`config.mk`:
```
export PLATFORM = sky130hd
export DESIGN_NAME = config_loader
export DESIGN_NICKNAME = d
export VERILOG_FILES = /design/src/rtl/config_loader.sv
export SDC_FILE = /design/constraint.sdc
export NUM_CORES = 1
export LEC_CHECK = 0
export ABC_CLOCK_PERIOD_IN_PS = 1950
export CORE_ASPECT_RATIO = 0.8
export CORE_MARGIN = 3
export CORE_UTILIZATION = 49
export DETAILED_ROUTE_END_ITERATION = 10
export PLACE_DENSITY = 0.83
export SLEW_MARGIN = 20
export SYNTH_ARGS = -nofsm -noshare
export SYNTH_HDL_FRONTEND = slang
export SYNTH_SLANG_ARGS = --single-unit
```
`constraint.sdc`:
```
create_clock -name clk -period 1.95 [get_ports clk]
set_clock_uncertainty 0.2 [all_clocks]
set_input_delay 0.2925 -clock clk [delete_from_list [all_inputs] [get_ports clk]]
set_output_delay 0.2925 -clock clk [all_outputs]
set_load 0.01 [all_outputs]
```
`src/rtl/config_loader.sv`:
```
// Bit-serial configuration loader.
// Collects an LSB-first serial bitstream over a valid/ready handshake into
// WORD_W-bit words. Each word is presented to a bank of level-sensitive
// (transparent) latches and written with a one-cycle one-hot strobe. A
// SETUP cycle before the strobe and a HOLD cycle after it keep the latch
// data stable around the strobe.
module config_loader #(
    parameter int WORD_W    = 32,
    parameter int NUM_WORDS = 9
) (
    input  logic                 clk,
    input  logic                 reset,          // synchronous, active-low
    input  logic                 io_start,
    input  logic                 io_bit_in,
    input  logic                 io_bit_valid,
    output logic                 io_bit_ready,
    output logic [WORD_W-1:0]    io_d_out,
    output logic [NUM_WORDS-1:0] io_configs_en,
    output logic                 io_busy,
    output logic                 io_done
);

    localparam int CNT_W = (WORD_W > 1) ? $clog2(WORD_W) : 1;
    localparam int IDX_W = (NUM_WORDS > 1) ? $clog2(NUM_WORDS) : 1;

    localparam logic [CNT_W-1:0] LAST_BIT  = CNT_W'(WORD_W - 1);
    localparam logic [IDX_W-1:0] LAST_WORD = IDX_W'(NUM_WORDS - 1);

    typedef enum logic [2:0] {
        S_IDLE,
        S_SHIFT,
        S_SETUP,
        S_STROBE,
        S_HOLD,
        S_DONE
    } state_t;

    state_t               r_state;
    state_t               w_next_state;

    logic [WORD_W-1:0]    r_shift;
    logic [WORD_W-1:0]    r_d_out;
    logic [CNT_W-1:0]     r_bit_cnt;
    logic [IDX_W-1:0]     r_word_idx;
    logic [NUM_WORDS-1:0] r_configs_en;

    logic                 w_xfer;
    logic                 w_last_bit;
    logic                 w_last_word;
    logic                 w_idle_or_done;
    logic [WORD_W-1:0]    w_word;

    // Handshake and position decodes. Ready comes from state alone, so there
    // is no combinational path from io_bit_valid to io_bit_ready.
    assign w_idle_or_done = (r_state == S_IDLE) || (r_state == S_DONE);
    assign w_xfer         = (r_state == S_SHIFT) && io_bit_valid;
    assign w_last_bit     = (r_bit_cnt == LAST_BIT);
    assign w_last_word    = (r_word_idx == LAST_WORD);

    // Complete word as it will look once the final (MSB) bit is shifted in.
    always_comb begin
        w_word             = r_shift;
        w_word[WORD_W-1]   = io_bit_in;
    end

    // State register.
    always_ff @(posedge clk) begin
        // NOTE: sequential state uses non-blocking assignments so every flop
        // samples pre-edge values regardless of block ordering.
        if (!reset) begin
            r_state <= S_IDLE;
        end else begin
            r_state <= w_next_state;
        end
    end

    // Next-state decode.
    always_comb begin
        // NOTE: default assigned first so every path drives w_next_state and
        // no latch is inferred.
        w_next_state = r_state;
        case (r_state)
            S_IDLE, S_DONE: begin
                if (io_start) begin
                    w_next_state = S_SHIFT;
                end
            end
            S_SHIFT: begin
                if (w_xfer && w_last_bit) begin
                    w_next_state = S_SETUP;
                end
            end
            S_SETUP:  w_next_state = S_STROBE;
            S_STROBE: w_next_state = S_HOLD;
            S_HOLD: begin
                w_next_state = w_last_word ? S_DONE : S_SHIFT;
            end
            default:  w_next_state = S_IDLE;
        endcase
    end

    // Datapath: bit assembly, word/bit counters, latch data and strobe.
    always_ff @(posedge clk) begin
        if (!reset) begin
            // NOTE: the shift register is cleared with everything else so an
            // abandoned partial word never reaches the latch data bus.
            r_shift      <= '0;
            r_d_out      <= '0;
            r_bit_cnt    <= '0;
            r_word_idx   <= '0;
            r_configs_en <= '0;
        end else begin
            // Strobe is a single registered pulse; it is 0 unless set below.
            r_configs_en <= '0;
            case (r_state)
                S_IDLE, S_DONE: begin
                    if (io_start) begin
                        r_word_idx <= '0;
                        r_bit_cnt  <= '0;
                    end
                end
                S_SHIFT: begin
                    if (w_xfer) begin
                        r_shift[r_bit_cnt] <= io_bit_in;
                        if (w_last_bit) begin
                            // Word is presented during SETUP so it is stable a
                            // full cycle before, during and after the strobe.
                            r_d_out <= w_word;
                        end else begin
                            r_bit_cnt <= r_bit_cnt + 1'b1;
                        end
                    end
                end
                S_SETUP: begin
                    // Registered so the strobe is high exactly in STROBE.
                    r_configs_en <= NUM_WORDS'(1) << r_word_idx;
                end
                S_HOLD: begin
                    if (!w_last_word) begin
                        r_word_idx <= r_word_idx + 1'b1;
                        r_bit_cnt  <= '0;
                    end
                end
                default: begin
                end
            endcase
        end
    end

    assign io_bit_ready  = (r_state == S_SHIFT);
    assign io_busy       = !w_idle_or_done;
    assign io_done       = (r_state == S_DONE);
    assign io_d_out      = r_d_out;
    assign io_configs_en = r_configs_en;

endmodule

```
-- Word-level counts from Yosys, hierarchy flattened
Cells that the tools add are included.
- output and inout port bits: 44
- input bits: 5
- logic and storage cells: 53
- register bits after elaboration: 85
- reduce and logical (&&, ||, !) cells: 15
- multiplexer cells: 15
- $add $sub $neg: 2
- shift-type cells: 1
- $lt $le $gt $ge: 2
- eq/ne operators: 12
- operators by type and width (operator ; count):
    $bwmux 32 ; 1
    $mux 5 ; 4
    $pmux 3 s5 ; 1
    $pmux 5 s3 ; 1
    $mux 3 ; 3
    $shl 1x4->9 const A ; 1
    $mux 4 ; 2
    $pmux 4 s2 ; 1
    $eq 3x2->1 const B ; 2
    $eq 3x3->1 const B ; 2
    $lt 5x6->1 const B ; 1
    $ne 2x2->1 const B ; 3
    $reduce_and 2->1 ; 3
    $reduce_and 3->1 ; 2
    $add 5x1->5 const B ; 1
    $demux 1 s5 ; 1
    $eq 5x5->1 const B ; 1
    $ge 5x1->1 const B ; 1
    $reduce_and 5->1 ; 1
    $add 4x1->4 const B ; 1
    $eq 4x4->1 const B ; 1
    $ne 2x1->1 const B ; 2
    $eq 3x1->1 const B ; 1
    $logic_and 1x1->1 ; 3
    7 further kinds ; 7

-- Logic depth before layout (Yosys ltp)
Gate-level depths: netlist (run 1).
- depth in word-level cells: 5
- depth in mapped cells: 8
- mapped depth without buffers: 7

-- Least setup slack after synthesis (run 1)
Ideal clock, no wire load.
- path kind: register to register
- start point: register r_bit_cnt[0]
- end point: register r_bit_cnt[3]
- clock period less this slack: 2098 ps
- setup slack: -148 ps
- path buffers: 0
- data arrival time: 1781 ps
- library setup time: 117 ps
- data required time: 1633 ps
- stages on the path, launching flop included: 8
- path through: dfxtp_1 ha_1 and3_1 ha_1 nand2b_1 a221oi_1 o311ai_0 a32o_1
- cells in the longest elaborated chain, start to end: 4
- elaborated cells on any way between the ends: 7
- those cells by class: 1 x add/sub; 2 x eq/ne; 3 x mux; 1 x reduce/logical
- ends and longest elaborated chain (item ; line ; source):
    start: declaration ; 43 ; logic [CNT_W-1:0] r_bit_cnt;
    start signal: assignment ; 130 ; r_bit_cnt <= r_bit_cnt + 1'b1;
    $add 5x1->5 ; 130 ;
    $mux 5 ; 125 ; if (w_last_bit) begin
    $mux 5 ; 123 ; if (w_xfer) begin
    $pmux 5 s3 ; 115 ; case (r_state)
Several ways; a longest one is shown, not always the timed one. The select of a mux whose other input is x is not followed.
A chain may end at the register's enable or synchronous reset.

-- Final worst setup path (run 1)
- start point: register r_bit_cnt[1]
- end point: register r_bit_cnt[3]
Same word-level chain as after synthesis.

==> results of run 1 <==
-- report_power, final --
part	internal (mW)	total [mW]	switching, mW
registers	1.72	1.73	0.00860
clock network	0.500	1.14	0.636
logic	0.118	0.261	0.143
-- critical path, stage by stage (launching register included) --
cell	delay, ns
dfxtp_2	0.35
ha_4	0.16
and3_4	0.18
ha_4	0.17
nand2b_4	0.14
a221oi_4	0.27
o311ai_2	0.15
a32o_1	0.24
-- layout make-up --
type	instances	area (sq um)	area share
repair buffers	83	743	0.163
clock buffers	11	141	0.0311
inverters	8	32.5	0.00715
multi-input cells	293	1800	0.396
well taps	87	109	0.0239
clock inverters	5	36.3	0.00798
flip-flops and latches	84	1690	0.370
-- Yosys cell counts, types with 2 or more instances --
| cell | count | area (sq um) |
|---|---|---|
| a21oi_1 | 3 | 15.0 |
| nand2_1 | 140 | 526 |
| nor3b_1 | 5 | 37.5 |
| and3_1 | 7 | 43.8 |
| nor2_1 | 5 | 18.8 |
| nor3_1 | 6 | 30.0 |
| buf_6 | 2 | 22.5 |
| dfxtp_1 | 84 | 1680 |
| nand3_1 | 9 | 45.0 |
| a31oi_1 | 3 | 18.8 |
| inv_1 | 7 | 26.3 |
| a21boi_0 | 3 | 22.5 |
| o21ai_0 | 4 | 20.0 |
| and2_1 | 9 | 56.3 |
| ha_1 | 9 | 113 |
| buf_4 | 7 | 52.6 |
| nand2b_1 | 4 | 25.0 |
| buf_2 | 6 | 30.0 |
| nor2b_1 | 4 | 25.0 |
| clkbuf_1 | 13 | 48.8 |
| a21boi_1 | 29 | 218 |
| mux2i_1 | 36 | 360 |
-- flip-flops by register name, summed over array words and instances, names as in the netlist --
signal / flops
io_d_out: 32
io_configs_en: 9
r_state: 3
r_shift: 31
r_bit_cnt: 5
r_word_idx: 4
-- kinds of logic after synthesis --
group                      count (synthesis)
adders and majority gates                  9
muxes                                     36
DFF                                       84
AOI/OAI and AO/OA                         53
and+or+nand+nor                          195
buffers and inverters                     37
-- worst min-delay path by stage --
stage                              start                         to  slack [ns]  cells after the start
2_1_floorplan                  io_bit_in  io_d_out[31]$_SDFFE_PN0P_        0.23                      2
3_3_place_gp    r_shift[30]$_SDFFE_PN0P_  io_d_out[30]$_SDFFE_PN0P_        0.24                      2
3_5_place_dp   io_d_out[15]$_SDFFE_PN0P_  io_d_out[15]$_SDFFE_PN0P_        0.24                      2
4_1_cts                            reset  io_d_out[31]$_SDFFE_PN0P_        0.03                      2
5_1_grt                            reset  io_d_out[31]$_SDFFE_PN0P_        0.03                      2
6_report                           reset  io_d_out[31]$_SDFFE_PN0P_        0.04                      2
-- repair_timing --
item	CTS	global route
gates resized for setup	16	5
pin swaps	3	0
setup buffers	2	0
endpoints found under the setup margin	5	8
-- per-layer routing --
metal / vias up / share of wire / wire [microns] / global-route usage
met3: 15 / 0.043 / 349 / 0.0546
met2: 77 / 0.49 / 3900 / 0.332
met5: - / 0 / 0 / 0
met1: 1425 / 0.46 / 3670 / 0.252
li1: 1493 / - / - / -
met4: 0 / 0.013 / 106 / 0.0558
-- per-stage QoR --
stage | instance area [sq um] | power, mW | std cells | hold slack [ns]
after floorplan | 3620 | 1.92 | 414 | 0.227
after global placement | 4300 | 2.01 | 553 | 0.241
after detailed placement | 4300 | 2.02 | 553 | 0.244
after CTS | 4530 | 3.13 | 571 | 0.0251
after global routing | 4550 | 3.24 | 571 | 0.0343
final | 4550 | 3.13 | 571 | 0.0357
==> metrics.json, run 1 <==
{
  "run_status": "finished with violations",
  "failed_checks": "negative setup slack",
  "hpwl_microns": 5520,
  "clock_tree_from_tritoncts": "done",
  "grt_first_pass_wirelength_microns": 13100,
  "grt_use_total": 0.198,
  "synth_xor_xnor_area_share": 0,
  "detail_route.first_pass.iterations": 5,
  "syn_inst": 414,
  "timing.critical_path.arrival_ns": 2.01,
  "number_of_distinct_library_cells_after_synthesis": 41,
  "fin_util": 0.651,
  "cts.htree.levels": 3,
  "starting_utilization_of_the_core_area": 0.514,
  "worst-r2r-cell-count": 7,
  "worstSkewPairLatency_ns": 0.35,
  "ys_ff_latch": 84,
  "layout_commonest_cell": "nand2_1",
  "fin_ws_ns": -0.00890,
  "async_reset_ff_frac": 0,
  "power_density_nw_per_um2": 688,
  "worstSetupStartpoint": "r_bit_cnt[1]$_SDFFE_PN0P_",
  "worst-endpoint-required_ns": 2.00,
  "timing.final.setup_violations": 1,
  "yosys_warnings": 0,
  "layout_worst_path_cycle_share": 1.00,
  "synth_simple_gate_area_share": 0.238,
  "final_hold_viol_count": 0,
  "clk_root_buffer_cell": "clkbuf_8",
  "main_combinational_cell_family_by_area_after_synthesis": "simple AND/OR/NAND/NOR gates",
  "grt_antenna_before_repair": 0,
  "sinks_on_clock_net": 84,
  "core-area_sq_um": 6990,
  "grt_setup_unrepaired": "true",
  "dr.first_iter.drc_count": 158,
  "floorplan.io_pins": 49,
  "critPathCapture": "r_bit_cnt[3]$_SDFFE_PN0P_",
  "die_width_microns": 102,
  "slew_headroom": 0.643,
  "gr-total-overflow": 0,
  "synthesis.nets": 428,
  "num_antenna_cells": 0,
  "synth_edf_count": 0,
  "worst-setup-path-type": "reg2reg",
  "first_global_vias": 2765,
  "post_synth_mux_area_share": 0.100,
  "crit-reg2reg-launch": "r_bit_cnt[1]$_SDFFE_PN0P_",
  "drt_drc_violations_left": 0,
  "tritoncts.num_buffers": 9,
  "timing.setup.tns_ns": -0.00890,
  "clock_path_buffers": 2,
  "leakage_nw": 1.84,
  "cts.hold.buffers_added": 0,
  "critical_path.reg2reg.endpoint": "r_bit_cnt[3]$_SDFFE_PN0P_",
  "timing.fmax_mhz": 510,
  "path_clk_slew_ns": 0.09,
  "die_height_microns": 82.6,
  "syn2layout_area_growth_pct": 26.6,
  "gp_congestion": 0.866,
  "wl_microns": 8020,
  "row_count": 27,
  "grt_max_degree": 53,
  "worst_slew_pin_slew_ns": 0.535,
  "synthesis.area_sq_um": 3590,
  "num-fill-cells": 562,
  "drt-vias-per-instance": 5.27,
  "drtAntennaViolNets": 0,
  "place_worst_setup_slack_ns": -0.0998,
  "io_buffers": 48,
  "worstSetupEndpointType": "flip-flop",
  "synth_compound_area_frac": 0.109,
  "post_synth_fa_ha_maj_area_fraction": 0.0313,
  "drt-wirelength-per-cell_microns": 14.1,
  "layout_common_cells": "nand2_1 (140), dfxtp_1 (81), clkdlybuf4s50_1 (44)",
  "postSynth.topFlopCell": "dfxtp_1",
  "layout_min_cycle_time_ns": 1.96,
  "ir_worst_vdd_mv": 0.330,
  "detailroute.via_count": 3010,
  "crit_path_max_fanout": 5,
  "max-cap-violations": 0,
  "min_delay_worst_type": "in2reg",
  "drv_slew": 0,
  "final_layout_size_suffix_gt1_frac": 0.140,
  "seq_area_frac_synth": 0.468,
  "finalNetCount": 493,
  "r2r_setup_slack_ns": -0.009,
  "synth.avg_cell_area_sq_um": 8.68,
  "die-area_sq_um": 8400,
  "critPathLaunchType": "flip-flop"
}
Note: power is estimated with default switching activity, not from simulation.
==> run 2, diff against run 1 <==
- ABC_AREA: default -> 1
- CELL_PAD_IN_SITES_DETAIL_PLACEMENT: default -> 0
- CELL_PAD_IN_SITES_GLOBAL_PLACEMENT: default -> 1
- CORE_UTILIZATION: 49 -> 35
- PLACE_DENSITY: 0.83 -> 0.82
==> run 2 against run 1 <==
  * The flow now finishes without violations
  * Setup slack improved by 0.16 ns
  * Register-to-register slack improved by 0.16 ns
  * Non-clock buffer count fell by 14
  * Global-route usage fell by 4.5 points
  * Die area rose by 34%
  * Area after synthesis fell by 2.6%
  * Final area rose by 0.28%
  * Routed wire length rose by 1.5%
  * Sequential cell count did not move
  * Highest routed layer unchanged
==> metrics.json, run 2 <==
{
  "cts.hold.buffers_added": {"value": 0, "change": "unchanged"},
  "run_status": "completed",
  "power_density": {"value": 847, "unit": "nW/um^2", "change": "+23%"},
  "layout_common_cells": "nand2_1 (102), dfxtp_1 (80), nor2_1 (67)",
  "finish.cell_count_without_fillers": {"value": 667, "change": "+17%"},
  "floorplan.io_pins": {"value": 49, "change": "unchanged"},
  "critPathLaunchType": "flip-flop",
  "die-area": {"value": 11200, "unit": "sq um", "change": "+34%"},
  "first_global_vias": {"value": 2955, "change": "+6.9%"},
  "dr.first_iter.drc_count": {"value": 134, "change": "-15%"},
  "synthesis.nets": {"value": 487, "change": "+14%"},
  "cts.htree.levels": {"value": 3, "change": "unchanged"},
  "layout_commonest_cell": "nand2_1",
  "number_of_distinct_library_cells_after_synthesis": {"value": 23, "change": "-44%"},
  "seq_area_frac_synth": {"value": 0.481, "change": "+0.0126"},
  "r2r_setup_slack": {"value": 0.15, "unit": "ns", "change": "+0.16 ns"},
  "timing.setup.tns": {"value": 0, "unit": "ns", "change": "+0.00890 ns"},
  "starting_utilization_of_the_core_area": {"value": 0.373, "change": "-0.141"},
  "io_buffers": {"value": 48, "change": "unchanged"},
  "syn2layout_area_growth_pct": 30.4,
  "drt-wirelength-per-cell": {"value": 12.2, "unit": "microns", "change": "-13%"},
  "worst_slew_pin_slew": {"value": 0.527, "unit": "ns", "change": "-0.00774 ns"},
  "ys_ff_latch": {"value": 84, "change": "unchanged"},
  "drtAntennaViolNets": {"value": 0, "change": "unchanged"},
  "cell_type_contributing_the_most_total_cell_area_after_synthesis": "dfxtp_1",
  "critical_path.reg2reg.endpoint": "r_bit_cnt[4]$_SDFFE_PN0P_",
  "leakage": {"value": 1.75, "unit": "nW", "change": "-5.4%"},
  "num_antenna_cells": {"value": 0, "change": "unchanged"},
  "final_hold_viol_count": {"value": 0, "change": "unchanged"},
  "gr-total-overflow": {"value": 0, "change": "unchanged"},
  "clk_root_buffer_cell": "clkbuf_16",
  "die_width": {"value": 118, "unit": "microns", "change": "+16%"},
  "finalNetCount": {"value": 544, "change": "+10%"},
  "worst-r2r-cell-count": {"value": 11, "change": "+4"},
  "core-area": {"value": 9390, "unit": "sq um", "change": "+34%"},
  "synth_edf_count": {"value": 0, "change": "unchanged"},
  "hpwl": {"value": 5620, "unit": "microns", "change": "+1.8%"},
  "timing.critical_path.arrival": {"value": 1.86, "unit": "ns", "change": "-0.15 ns"},
  "worstSetupEndpointType": "flip-flop",
  "timing.final.setup_violations": {"value": 0, "change": "-1"},
  "drt_drc_violations_left": {"value": 0, "change": "unchanged"},
  "synth_commonest_cells": "nand2_1 (105), dfxtp_1 (84), nor2_1 (67), a21oi_1 (53), inv_1 (34)",
  "worstSetupStartpoint": "r_bit_cnt[0]$_SDFFE_PN0P_",
  "postSynth.topFlopCell": "dfxtp_1",
  "syn_inst": {"value": 473, "change": "+14%"},
  "grt_use_total": {"value": 0.154, "change": "-0.0446"},
  "area_fraction_of_the_dominant_cell_type_after_synthesis": {"value": 0.481, "change": "+0.0126"},
  "max-cap-violations": {"value": 0, "change": "unchanged"},
  "worst-endpoint-required": {"value": 2.01, "unit": "ns", "change": "about the same"},
  "yosys_warnings": {"value": 0, "change": "unchanged"},
  "drt-vias-per-instance": {"value": 4.74, "change": "-10%"},
  "clock_tree_from_tritoncts": "done",
  "synth.avg_cell_area": {"value": 7.40, "unit": "sq um", "change": "-15%"},
  "worst-setup-path-type": "reg2reg",
  "grt_antenna_before_repair": {"value": 0, "change": "unchanged"},
  "timing.fmax": {"value": 555, "unit": "MHz", "change": "+8.7%"},
  "crit-reg2reg-launch": "r_bit_cnt[0]$_SDFFE_PN0P_",
  "grt_first_pass_wirelength": {"value": 13900, "unit": "microns", "change": "+6.3%"},
  "async_reset_ff_frac": {"value": 0, "change": "unchanged"},
  "gp_congestion": {"value": 0.772, "change": "-11%"},
  "synthesis.area": {"value": 3500, "unit": "sq um", "change": "-2.6%"},
  "postLayoutCellArea": {"value": 4560, "unit": "sq um", "change": "+0.28%"},
  "layout_min_cycle_time": {"value": 1.80, "unit": "ns", "change": "-0.158 ns"},
  "grt_setup_unrepaired": "false",
  "crit_path_max_fanout": {"value": 8, "change": "+3"},
  "place_inst": {"value": 647, "change": "+17%"},
  "placed_area": {"value": 4200, "unit": "sq um", "change": "-2.5%"},
  "sinks_on_clock_net": {"value": 84, "change": "unchanged"},
  "detail_route.first_pass.iterations": {"value": 6, "change": "+1"},
  "drv_slew": {"value": 0, "change": "unchanged"},
  "die_height": {"value": 95.4, "unit": "microns", "change": "+16%"},
  "largest_register_ff_count": {"value": 32, "change": "unchanged"},
  "fin_util": {"value": 0.486, "change": "-0.165"},
  "slew_headroom": {"value": 0.647, "change": "+0.00402"},
  "grt_max_degree": {"value": 37, "change": "-30%"},
  "detailroute.via_count": {"value": 3164, "change": "+5.1%"},
  "layout_worst_path_cycle_share": {"value": 0.924, "change": "-0.0808"},
  "tritoncts.num_buffers": {"value": 9, "change": "unchanged"},
  "ir_worst_vdd": {"value": 0.527, "unit": "mV", "change": "+60%"},
  "min_delay_worst_type": "reg2reg",
  "path_clk_slew": {"value": 0.06, "unit": "ns", "change": "-0.03 ns"},
  "row_count": {"value": 31, "change": "+15%"},
  "worstSkewPairLatency": {"value": 0.34, "unit": "ns", "change": "about the same"},
  "synth_area_leaders": "dfxtp_1 (48%), nand2_1 (11%), a21oi_1 (7.6%)",
  "wl": {"value": 8150, "unit": "microns", "change": "+1.5%"},
  "critPathCapture": "r_bit_cnt[4]$_SDFFE_PN0P_",
  "final_layout_size_suffix_gt1_frac": {"value": 0.108, "change": "-0.0321"},
  "clock_path_buffers": {"value": 2, "change": "unchanged"},
  "post-synth-top-count-cell": "nand2_1"
}
## run 2: worst max-delay path, cell delays in order, from the launching register on
cell	delay, ns
dfxtp_2	0.37
ha_4	0.16
nand2_2	0.05
nor2_1	0.10
ha_2	0.20
inv_1	0.04
nand2_1	0.05
a21oi_1	0.06
buf_4	0.15
nand3_4	0.13
nand2_1	0.07
a21oi_1	0.15
## run 2: worst min-delay path by stage
| stage | start | endpoint | slack (ns) | cells after the start |
|---|---|---|---|---|
| after floorplan | io_bit_in | r_shift[0]$_SDFFE_PN0P_ | 0.23 | 2 |
| after global placement | r_shift[11]$_SDFFE_PN0P_ | r_shift[11]$_SDFFE_PN0P_ | 0.25 | 2 |
| after detailed placement | r_shift[24]$_SDFFE_PN0P_ | io_d_out[24]$_SDFFE_PN0P_ | 0.25 | 2 |
| after CTS | r_shift[11]$_SDFFE_PN0P_ | r_shift[11]$_SDFFE_PN0P_ | 0.26 | 2 |
| after global routing | io_d_out[22]$_SDFFE_PN0P_ | io_d_out[22]$_SDFFE_PN0P_ | 0.28 | 2 |
| final | r_shift[11]$_SDFFE_PN0P_ | r_shift[11]$_SDFFE_PN0P_ | 0.26 | 2 |
## run 2: layer usage
layer,routed length (microns),global-route usage,share of wire,vias to the layer above
met3,347,0.0558,0.043,4
met5,0,0,0,-
met2,3400,0.235,0.42,48
li1,-,-,-,1651
met4,31,0.0322,0.0038,0
met1,4360,0.210,0.54,1461
## run 2: cell families (layout without fill, tap and decap cells)
family,after synthesis,in the layout,synth area share
buf+inv,61,123,0.0740
simple gates,233,233,0.289
compound gates,86,86,0.124
flops,84,84,0.481
fa+ha+maj,9,9,0.0322
## run 2: cell type report
| cell class | instances | area [sq um] |
|---|---|---|
| tap | 132 | 165 |
| inverter | 38 | 145 |
| timing repair buffer | 69 | 672 |
| clock buffer | 13 | 260 |
| sequential | 84 | 1690 |
| multi-input combinational | 328 | 1590 |
| clock inverter | 3 | 45.0 |
| fill | 952 | 4820 |
## run 2: power breakdown
group	switching, mW	internal (mW)	total, mW	leakage (nW)
Combinational	0.237	0.132	0.368	0.924
Clock	0.657	1.06	1.72	0.142
Sequential	0.0295	1.75	1.78	0.679
Total	0.923	2.94	3.86	1.75
## run 2: repair_timing
action	CTS	global route
setup endpoints to repair	3	8
buffers inserted	3	1
resized for setup	6	11
pin swaps	0	2
## run 2: metrics by stage
stage	hold slack, ns	worst slack [ns]	total power, mW
floorplan	0.233	0.108	2.04
global placement	0.250	-0.0146	2.15
detailed placement	0.253	-0.0407	2.16
CTS	0.265	0.0232	3.89
global route	0.283	0.0265	4.05
finish	0.262	0.149	3.86
